**config.mk**
```make
export PLATFORM = sky130hd
export DESIGN_NAME = pipe_stage_chain
export DESIGN_NICKNAME = d
export VERILOG_FILES = /design/src/rtl/pipe_stage_chain.sv
export SDC_FILE = /design/constraint.sdc
export NUM_CORES = 1
export LEC_CHECK = 0
export CORE_ASPECT_RATIO = 0.8
export CORE_UTILIZATION = 45
export CTS_CLUSTER_SIZE = 20
export DETAILED_ROUTE_END_ITERATION = 8
export GPL_TIMING_DRIVEN = 0
export PLACE_DENSITY = 0.76
export SETUP_SLACK_MARGIN = 0.05
export SLEW_MARGIN = 30
export SYNTH_ARGS = -nofsm -noshare
export SYNTH_HDL_FRONTEND = slang
export SYNTH_SLANG_ARGS = --single-unit
```
**constraint.sdc**
```tcl
create_clock -name clk -period 6 [get_ports clk]
set_clock_uncertainty 0.2 [all_clocks]
set_input_delay 0.6 -clock clk [delete_from_list [all_inputs] [get_ports clk]]
set_output_delay 0.6 -clock clk [all_outputs]
set_load 0.02 [all_outputs]
```
**src/rtl/pipe_stage_chain.sv**
```systemverilog
// pipe_stage_chain: DEPTH register stages with a valid/ready handshake at both
// ends. With COLLAPSE=1, an upstream stage advances into an empty slot while the
// tail is stalled. With COLLAPSE=0, the whole chain advances or holds together.
//
// Ports
//   clk        rising-edge clock
//   reset      synchronous reset, active-low
//   flush      clears every valid bit at the next edge; data registers hold
//   in_valid   producer has data
//   in_data    producer data
//   in_ready   chain accepts in_data this cycle (combinational)
//   out_valid  last stage holds valid data (registered)
//   out_data   last stage data (registered)
//   out_ready  consumer accepts out_data this cycle
//   count      number of valid stages (registered)
module pipe_stage_chain #(
  parameter int unsigned WIDTH    = 32,
  parameter int unsigned DEPTH    = 3,
  parameter int unsigned COLLAPSE = 1
) (
  input  logic                         clk,
  input  logic                         reset,
  input  logic                         flush,
  input  logic                         in_valid,
  input  logic [WIDTH-1:0]             in_data,
  output logic                         in_ready,
  output logic                         out_valid,
  output logic [WIDTH-1:0]             out_data,
  input  logic                         out_ready,
  output logic [$clog2(DEPTH+1)-1:0]   count
);

  localparam int unsigned CW = $clog2(DEPTH + 1);

  logic [DEPTH-1:0] v_q, v_d;
  logic [WIDTH-1:0] d_q [DEPTH];
  logic [WIDTH-1:0] d_d [DEPTH];
  logic [CW-1:0]    count_q, count_d;

  logic [DEPTH-1:0] load_c;    // stage captures its upstream source this edge
  logic [DEPTH-1:0] src_v_c;
  logic [WIDTH-1:0] src_d_c [DEPTH];
  logic             in_xfer_c;
  logic             out_xfer_c;

  assign in_ready   = load_c[0] & ~flush;
  assign in_xfer_c  = in_valid & in_ready;
  assign out_xfer_c = v_q[DEPTH-1] & out_ready;

  // Per-stage load enable, source select and next state.
  for (genvar g = 0; g < DEPTH; g++) begin : g_stage
    if (COLLAPSE != 0) begin : g_collapse
      // A stage can load unless it and every stage downstream is full and the tail is stalled.
      assign load_c[g] = ~(&v_q[DEPTH-1:g]) | out_ready;
    end else begin : g_lockstep
      assign load_c[g] = ~v_q[DEPTH-1] | out_ready;
    end

    if (g == 0) begin : g_head
      assign src_v_c[g] = in_xfer_c;
      assign src_d_c[g] = in_data;
    end else begin : g_body
      assign src_v_c[g] = v_q[g-1];
      assign src_d_c[g] = d_q[g-1];
    end

    assign v_d[g] = flush ? 1'b0 : (load_c[g] ? src_v_c[g] : v_q[g]);
    // Data only moves with a valid word so empty slots do not toggle.
    assign d_d[g] = (~flush & load_c[g] & src_v_c[g]) ? src_d_c[g] : d_q[g];
  end

  // Occupancy tracks transfers; a flush empties the chain after any output transfer.
  always_comb begin
    count_d = count_q;
    if (flush) begin
      count_d = '0;
    end else begin
      count_d = count_q + CW'(in_xfer_c) - CW'(out_xfer_c);
    end
  end

  // State registers with synchronous active-low reset.
  always_ff @(posedge clk) begin
    if (!reset) begin
      v_q     <= '0;
      d_q     <= '{default: '0};
      count_q <= '0;
    end else begin
      v_q     <= v_d;
      d_q     <= d_d;
      count_q <= count_d;
    end
  end

  assign out_valid = v_q[DEPTH-1];
  assign out_data  = d_q[DEPTH-1];
  assign count     = count_q;

  a_count_bound : assert property (@(posedge clk) disable iff (!reset)
    count_q <= CW'(DEPTH));

  a_count_popcount : assert property (@(posedge clk) disable iff (!reset)
    32'($countones(v_q)) == 32'(count_q));

endmodule

```
# After elaboration in Yosys (flattened, before gate mapping)
# Index checks and enable logic that the tools add are counted.
# classes
addsub	2
mul	0
n_div	0
n_lt_le_gt_ge	0
n_eq_ne	0
shift	0
n_mux	0
bitwise	16
reduce_logical	3
# ops
op	n
$and A1 B1 Y1	8
$not A1 Y1	5
$or A1 B1 Y1	3
$reduce_and A3 Y1	1
$add A2 B1 Y2	1
$reduce_and A2 Y1	1
$reduce_or A2 Y1	1
$sub A2 B1 Y2	1
# word_totals
ff_bits	101
latchBits	0
ramBits	0
rom_bits	0
inputBits	37
mem_count	0

# Longest topological paths before layout
# logic_depth
ltp_word	7
mapped_depth	11
mapped_depth_nobuf	8

# Worst setup path after synthesis
# OpenSTA, ideal clock, no wires.
# synth_timing
path_kind	input -> register
start	input port out_ready
end	register count_q[1], in the netlist count[1]
arrival_time_ps	2174
required_time_ps	5682
slack_ps	3508
stages	11
path_cell_list	nor2b_4 buf_6 a311o_1 buf_6 buf_6 ha_1 inv_1 ha_1 xor2_1 xnor2_1 nor2_1
# synth_between
elab_chain_len	5
word_cells_on_any_way	6
cone_classes	add/sub: 2; bitwise: 4
# synth_rtl
element	line_no	text
from (decl)	29	input logic out_ready,
$or A1 B1 Y1	54	assign load_c[g] = ~(&v_q[DEPTH-1:g]) | out_ready;
$and A1 B1 Y1	46	assign in_ready = load_c[0] & ~flush;
$and A1 B1 Y1	47	assign in_xfer_c = in_valid & in_ready;
$add A2 B1 Y2	78	count_d = count_q + CW'(in_xfer_c) - CW'(out_xfer_c);
$sub A2 B1 Y2 (*)	78	
to (signal assigned)	91	count_q <= count_d;
to (decl)	38	logic [CW-1:0] count_q, count_d;
# Mark *: on every way between the ends. The rest lies on a longest branch, timed or not.
# A chain may end at the register's enable or synchronous reset.

# Worst setup path after layout
# layout_timing
start	input port out_ready
end	output port in_ready
# layout_between
elab_chain_len	2
# layout_rtl
element	line_no	text
$or A1 B1 Y1	54	
$and A1 B1 Y1	46	
to (decl)	26	output logic in_ready,
# Every way passes these cells.

==> results.json <==
{
  "grtUsageTotal_pct": 20.2,
  "synth_edf_count": 0,
  "cts_resized": 0,
  "fp.dieH_um": 88.3,
  "path_buf_inv": 4,
  "synth_area_sq_um": 4190,
  "cp.arrival_ns": 2.50,
  "min_to": "d_q[53]$_SDFFE_PN0P_",
  "yosysSeqAreaShare_pct": 48.3,
  "synth_top_cells_by_area": "dfxtp_1, mux2i_1, nand2_1",
  "dp.cells": 636,
  "power_frac_comb_pct": 6.2,
  "final_cells": 652,
  "rsz0062_at_grt": "false",
  "critPathKind": "in -> out",
  "slowest_stage": "clkdlybuf4s50_1",
  "area_growth_pct": 28.4,
  "placed_area_sq_um": 5040,
  "switching_share_pct": 21.3,
  "routed_wl_mm": 9.12,
  "wire_per_inst_um": 14.0,
  "via_per_inst": 4.96,
  "cts_tree": "yes",
  "io_buffers": 71,
  "critPathRequiredTime_ns": 5.20,
  "ant_nets": 0,
  "io-pin-count": 73,
  "initial_utilization_pct": 46.3,
  "setup_tns_ns": 0,
  "worst_slew_margin_rel_pct": 64.5,
  "synthCells": 450,
  "grt_antenna_before_repair": 0,
  "grt_overflow": 0,
  "critPathMaxFanout": 10,
  "rows": 31,
  "synth.avg_cell_area_sq_um": 9.30,
  "first_iter_violations": 207,
  "r2r_setup_slack_ns": 3.51,
  "drive_gt1_share_pct": 11.4,
  "clkPwrFrac_pct": 45.0,
  "drt_pass1_iterations": 4,
  "clockBufferDepth": 2,
  "h-tree-depth": 3,
  "cts.sinks": 101,
  "hold_viol_final": 0,
  "nFillCells": 781,
  "p_int_w": 0.00111,
  "rr_endpoint": "count[1]$_SDFF_PP0_",
  "start_kind": "primary input",
  "slew_viol_final": 0,
  "slowest_delay_ns": 0.56,
  "synth_ff_type": "dfxtp_1",
  "hpwlAfterDp_mm": 6.61,
  "yosysMostFrequentCell": "dfxtp_1",
  "reg2reg_from": "v_q[2]$_SDFFE_PP0N_",
  "worstSkewPairLatency_ns": 0.34,
  "path_clk_slew_ns": 0.06,
  "dieArea_sq_um": 9690,
  "die_w_um": 110,
  "n_antenna_cell": 0,
  "vdd_drop_max_v": 0.000171,
  "drc": 0,
  "pre_cts_ws_ns": 2.76,
  "powerDensity_nw_per_um2": 262,
  "yosysTopAreaCellShare_pct": 48.3,
  "synth_seq_cells": 101,
  "syn_nets": 489,
  "fin_area_sq_um": 5370,
  "holdWs_ns": 0.260,
  "cp_common_cell": "clkdlybuf4s50_1",
  "fin_ws_ns": 2.70,
  "synth_top_area_cell": "dfxtp_1",
  "grt_pass1_wl_mm": 14.6,
  "numCtsBuffers": 9,
  "status": "finished, final reports clean",
  "worst_pin_slew_ns": 0.533,
  "period_minus_slack_ns": 3.30,
  "cts_root_buffer": "clkbuf_16",
  "cp_num_cells": 6,
  "hp-start": "d_q[53]$_SDFFE_PN0P_",
  "path_cells": "clkdlybuf4s50_1, nor2b_4, buf_6, clkbuf_1, a31oi_1, clkdlybuf4s50_1",
  "globalplace.congestion": 0.795,
  "r2r_cells": 11,
  "grt_pass1_vias": 3112,
  "crit_family": "buffers and inverters",
  "min_path_type": "reg -> reg",
  "async_reset_ff_share_pct": 0,
  "fmax_ghz": 0.303,
  "core_sq_um": 9040,
  "yosysWarnings": 0,
  "finalSetupViolCount": 0,
  "synthTopCellsByCount": "dfxtp_1, nand2_1, mux2i_1",
  "final_net_count": 571,
  "hold_buffers": 0,
  "synth_cell_types": 26,
  "p_leak_nw": 2.35,
  "grt_max_degree": 18,
  "period_share_pct": 54.9,
  "min_path_cells": 2,
  "via_count": 3232,
  "cts_setup_buffers": 0,
  "p_sw_w": 0.000299,
  "power_frac_seq_pct": 48.8,
  "cp-end-kind": "primary output",
  "drv_cap": 0
}
[placed cells by master (no fill, tap or decap)]
cell / count
buf_1: 2
xor2_1: 1
nand2b_1: 3
nor2b_4: 1
clkbuf_16: 9
buf_2: 4
a21boi_1: 32
a21oi_1: 2
clkbuf_8: 1
clkinv_4: 2
clkbuf_1: 22
xnor2_1: 1
nand3_1: 33
clkdlybuf4s50_1: 71
nor2_1: 5
ha_1: 2
a211o_1: 1
nand2_1: 96
buf_4: 32
nor2b_1: 1
inv_1: 3
a311o_1: 1
bufinv_16: 2
inv_6: 1
clkinv_1: 1
a31oi_1: 1
buf_6: 8
o21ai_0: 22
and2_1: 1
dfxtp_1: 101
o21ai_1: 10
clkinvlp_4: 1
mux2i_1: 64
[metrics by stage]
stage | util [%] | power [W]
after floorplan | - | 0.000751
after global placement | 55.8 | 0.000787
after detailed placement | 55.8 | 0.000790
after CTS | 59.4 | 0.00141
after global routing | 59.4 | 0.00145
final | 59.4 | 0.00141
[logic make-up (layout without fill, tap and decap cells)]
group | Yosys count | after routing | share of synthesized area, %
buffers and inverters | 72 | 159 | 10.9
multiplexers | 64 | 64 | 15.3
flip-flops | 101 | 101 | 48.3
XOR/XNOR | 2 | 2 | 0.419
AND/OR/NAND/NOR | 140 | 140 | 14.1
AO/OA/AOI/OAI | 69 | 69 | 10.4
adder cells (fa/ha/maj) | 2 | 2 | 0.598
[state kept, by name (all words and copies together), names as in the netlist]
name      flops
count         2
d_q          64
v_q           3
out_data     32
[worst max-delay path by stage]
stage                     startpoint  slack (ns)                   to
after floorplan            out_ready        3.51  count[1]$_SDFF_PP0_
after global placement     out_ready        2.76             in_ready
after detailed placement   out_ready        2.76             in_ready
after CTS                  out_ready        2.70             in_ready
after global routing       out_ready        2.60             in_ready
final                      out_ready        2.70             in_ready
[worst min-delay path: cells and delay by family, from the launching register on]
kind / cells / cell delay (ns)
DFF: 1 / 0.31
and+or+nand+nor: 1 / 0.05
muxes: 1 / 0.05
[power by group through the flow]
stage | registers (W) | logic, W | clock network, W
2_1_floorplan | 0.000702 | 0.0000492 | 0
3_3_place_gp | 0.000702 | 0.0000853 | 0
3_5_place_dp | 0.000703 | 0.0000874 | 0
4_1_cts | 0.000687 | 0.0000879 | 0.000639
5_1_grt | 0.000688 | 0.0000952 | 0.000665
6_report | 0.000687 | 0.0000874 | 0.000633
[routing by layer]
metal / GRT usage [%] / routed length (um) / vias up
met5: 0 / 0 / -
met4: 5.82 / 109 / 0
met3: 5.15 / 453 / 8
met2: 34.8 / 4380 / 74
met1: 25.0 / 4170 / 1511
li1: - / - / 1639
[layout make-up]
type	instances	area, sq um	share of cell area (%)
Buffer	68	440	8.20
Clock buffer	10	239	4.45
Clock inverter	6	93.8	1.75
Inverter	4	15.0	0.279
Multi-Input combinational cell	277	1710	31.8
Sequential cell	101	2020	37.6
Tap cell	115	144	2.68
Timing Repair Buffer	71	711	13.2
No activity file was read; power rests on OpenSTA's default activity.
==> variant, RTL diff (same flow settings) <==
Set the parameter `DEPTH` to 6 (it was 3).
--- a/src/rtl/pipe_stage_chain.sv
+++ b/src/rtl/pipe_stage_chain.sv
@@ -15,7 +15,7 @@
 //   count      number of valid stages (registered)
 module pipe_stage_chain #(
   parameter int unsigned WIDTH    = 32,
-  parameter int unsigned DEPTH    = 3,
+  parameter int unsigned DEPTH    = 6,
   parameter int unsigned COLLAPSE = 1
 ) (
   input  logic                         clk,
Ports: changed (resized count); port bits go from 73 to 74. The function was not compared with the original's and may differ.
==> variant against the original RTL <==
Power is 89% higher; non-clock buffer count is 43 higher; cell area is 80% higher; setup slack worse by 0.068 ns; sequential cell count is 100 higher; first-iteration DRC count is 78% higher; synthesized area is 92% higher; die area is 90% higher; cell count is 84% higher; synthesized cell count is 93% higher; routed wire length is 91% higher; critical endpoint is now count[2]; largest cell class unchanged.
==> variant: results (changes against the original RTL) <==
[run_status]
status=completed

[placed_design]
numPortBuffers=72  ; +1.4%
place_ws_ns=2.168  ; -0.5877 ns
place_hpwl_mm=12.64  ; +91%
gp_congestion=0.7532  ; -5.2%

[yosys]
muxShareOfSynthArea_pct=11.98  ; -3.3 points
yosys.area_share.xor_xnor_pct=0.2183  ; -0.20 points
synth-seq-area-share_pct=50.15  ; +1.8 points
synth.area.top_cells=dfxtp_1 (50%), mux2i_1 (12%), a21boi_0 (8.9%)
synth_fa_ha_area_share_pct=0.5614  ; -0.037 points
synth_top_family_by_area=compound AO/OA/AOI/OAI gates
synth_compound_gate_area_share_pct=15.56  ; +5.2 points
synth_common_cells=dfxtp_1 (201), nand2_1 (128), nand3_1 (98)
yosysUniqueCellTypes=29  ; +12%
synthesis.nets=908  ; +86%

[min_path]
hp-start=d_q[96]
hold-path-endpoint=d_q[64]

[grt]
grt_max_degree=15  ; -3
grt_pass1_vias=5999  ; +93%
gr-usage-all-layers_pct=19.76  ; -0.43 points

[worst_setup_path]
reg2reg_depth=10  ; -1
critical_path.max_stage_delay_ns=0.53  ; -0.03 ns
r2r_setup_slack_ns=2.89  ; -0.62 ns
worstPathArrival_ns=3.52  ; +1.02 ns
r2r-start=v_q[5]

[power]
power_clock_mw=1.20  ; +90%
leakage_nw=3.636  ; +55%
vdd_drop_max_mv=0.1637  ; -4.4%
p_switching_mw=0.5718  ; +91%
p_sw_share_pct=21.50  ; +0.23 points
comb_power_share_pct=4.0  ; -2.2 points

[layout]
fillCellCount=1578  ; +100%
nets=1002  ; +75%
largest_reg_flops=160  ; +150%
drive_gt1_share_pct=8.008  ; -3.4 points

[routing]
drt-met1-wl_mm=8.604  ; +110%
drt_iter0_drc=368  ; +78%
routed_wl_mm=17.38  ; +91%
met2_length_mm=7.793  ; +78%
dr.pass1.iters=5  ; +1

[sta]
worst_pin_slew_ns=0.5420  ; +0.009405 ns

[clocking]
cts_buffers=20  ; +11
insertion_delay_ns=0.51  ; +0.17 ns
htree_num_levels=1  ; -2

## variant: worst max path at each step
stage | slack [ns] | startpoint | end | cells past startpoint
2_1_floorplan | 3.19 | out_ready | count[2] | 10
3_3_place_gp | 2.21 | out_ready | count[2] | 11
3_5_place_dp | 2.17 | out_ready | count[2] | 11
4_1_cts | 2.66 | out_ready | count[2] | 11
5_1_grt | 2.47 | out_ready | count[2] | 11
6_report | 2.64 | out_ready | count[2] | 11
## variant: layout make-up
| type | count | area share (%) |
|---|---|---|
| buffer | 110 | 6.074 |
| clock buffer | 29 | 6.152 |
| clock inverter | 5 | 0.4145 |
| inverter | 4 | 0.1554 |
| multi-input combinational | 553 | 35.18 |
| sequential | 201 | 41.65 |
| tap | 225 | 2.914 |
| timing repair buffer | 72 | 7.460 |
## variant: per-stage QoR
step	util, %	instances	cell area, um^2	hold slack (ns)
2_1_floorplan	-	868	8024	0.2350
3_3_place_gp	51.94	1165	9026	0.2469
3_5_place_dp	51.94	1165	9026	0.2524
4_1_cts	55.59	1199	9661	0.2608
5_1_grt	55.59	1199	9661	0.2749
6_report	55.59	1199	9661	0.2595
## variant: routing by layer
layer  up-vias  global-route usage (%)
met3        21                   2.895
met5         -                       0
met2       122                   31.79
met1      2922                   27.78
met4         0                   4.438
li1       3141                       -
## variant: critical path: cells and delay by family
| family | cells | cell delay (ns) |
|---|---|---|
| buffers and inverters | 4 | 0.93 |
| adders and majority gates | 3 | 0.74 |
| and+or+nand+nor | 2 | 0.53 |
| AOI/OAI and AO/OA | 1 | 0.53 |
| xor gates and xnor gates | 1 | 0.18 |
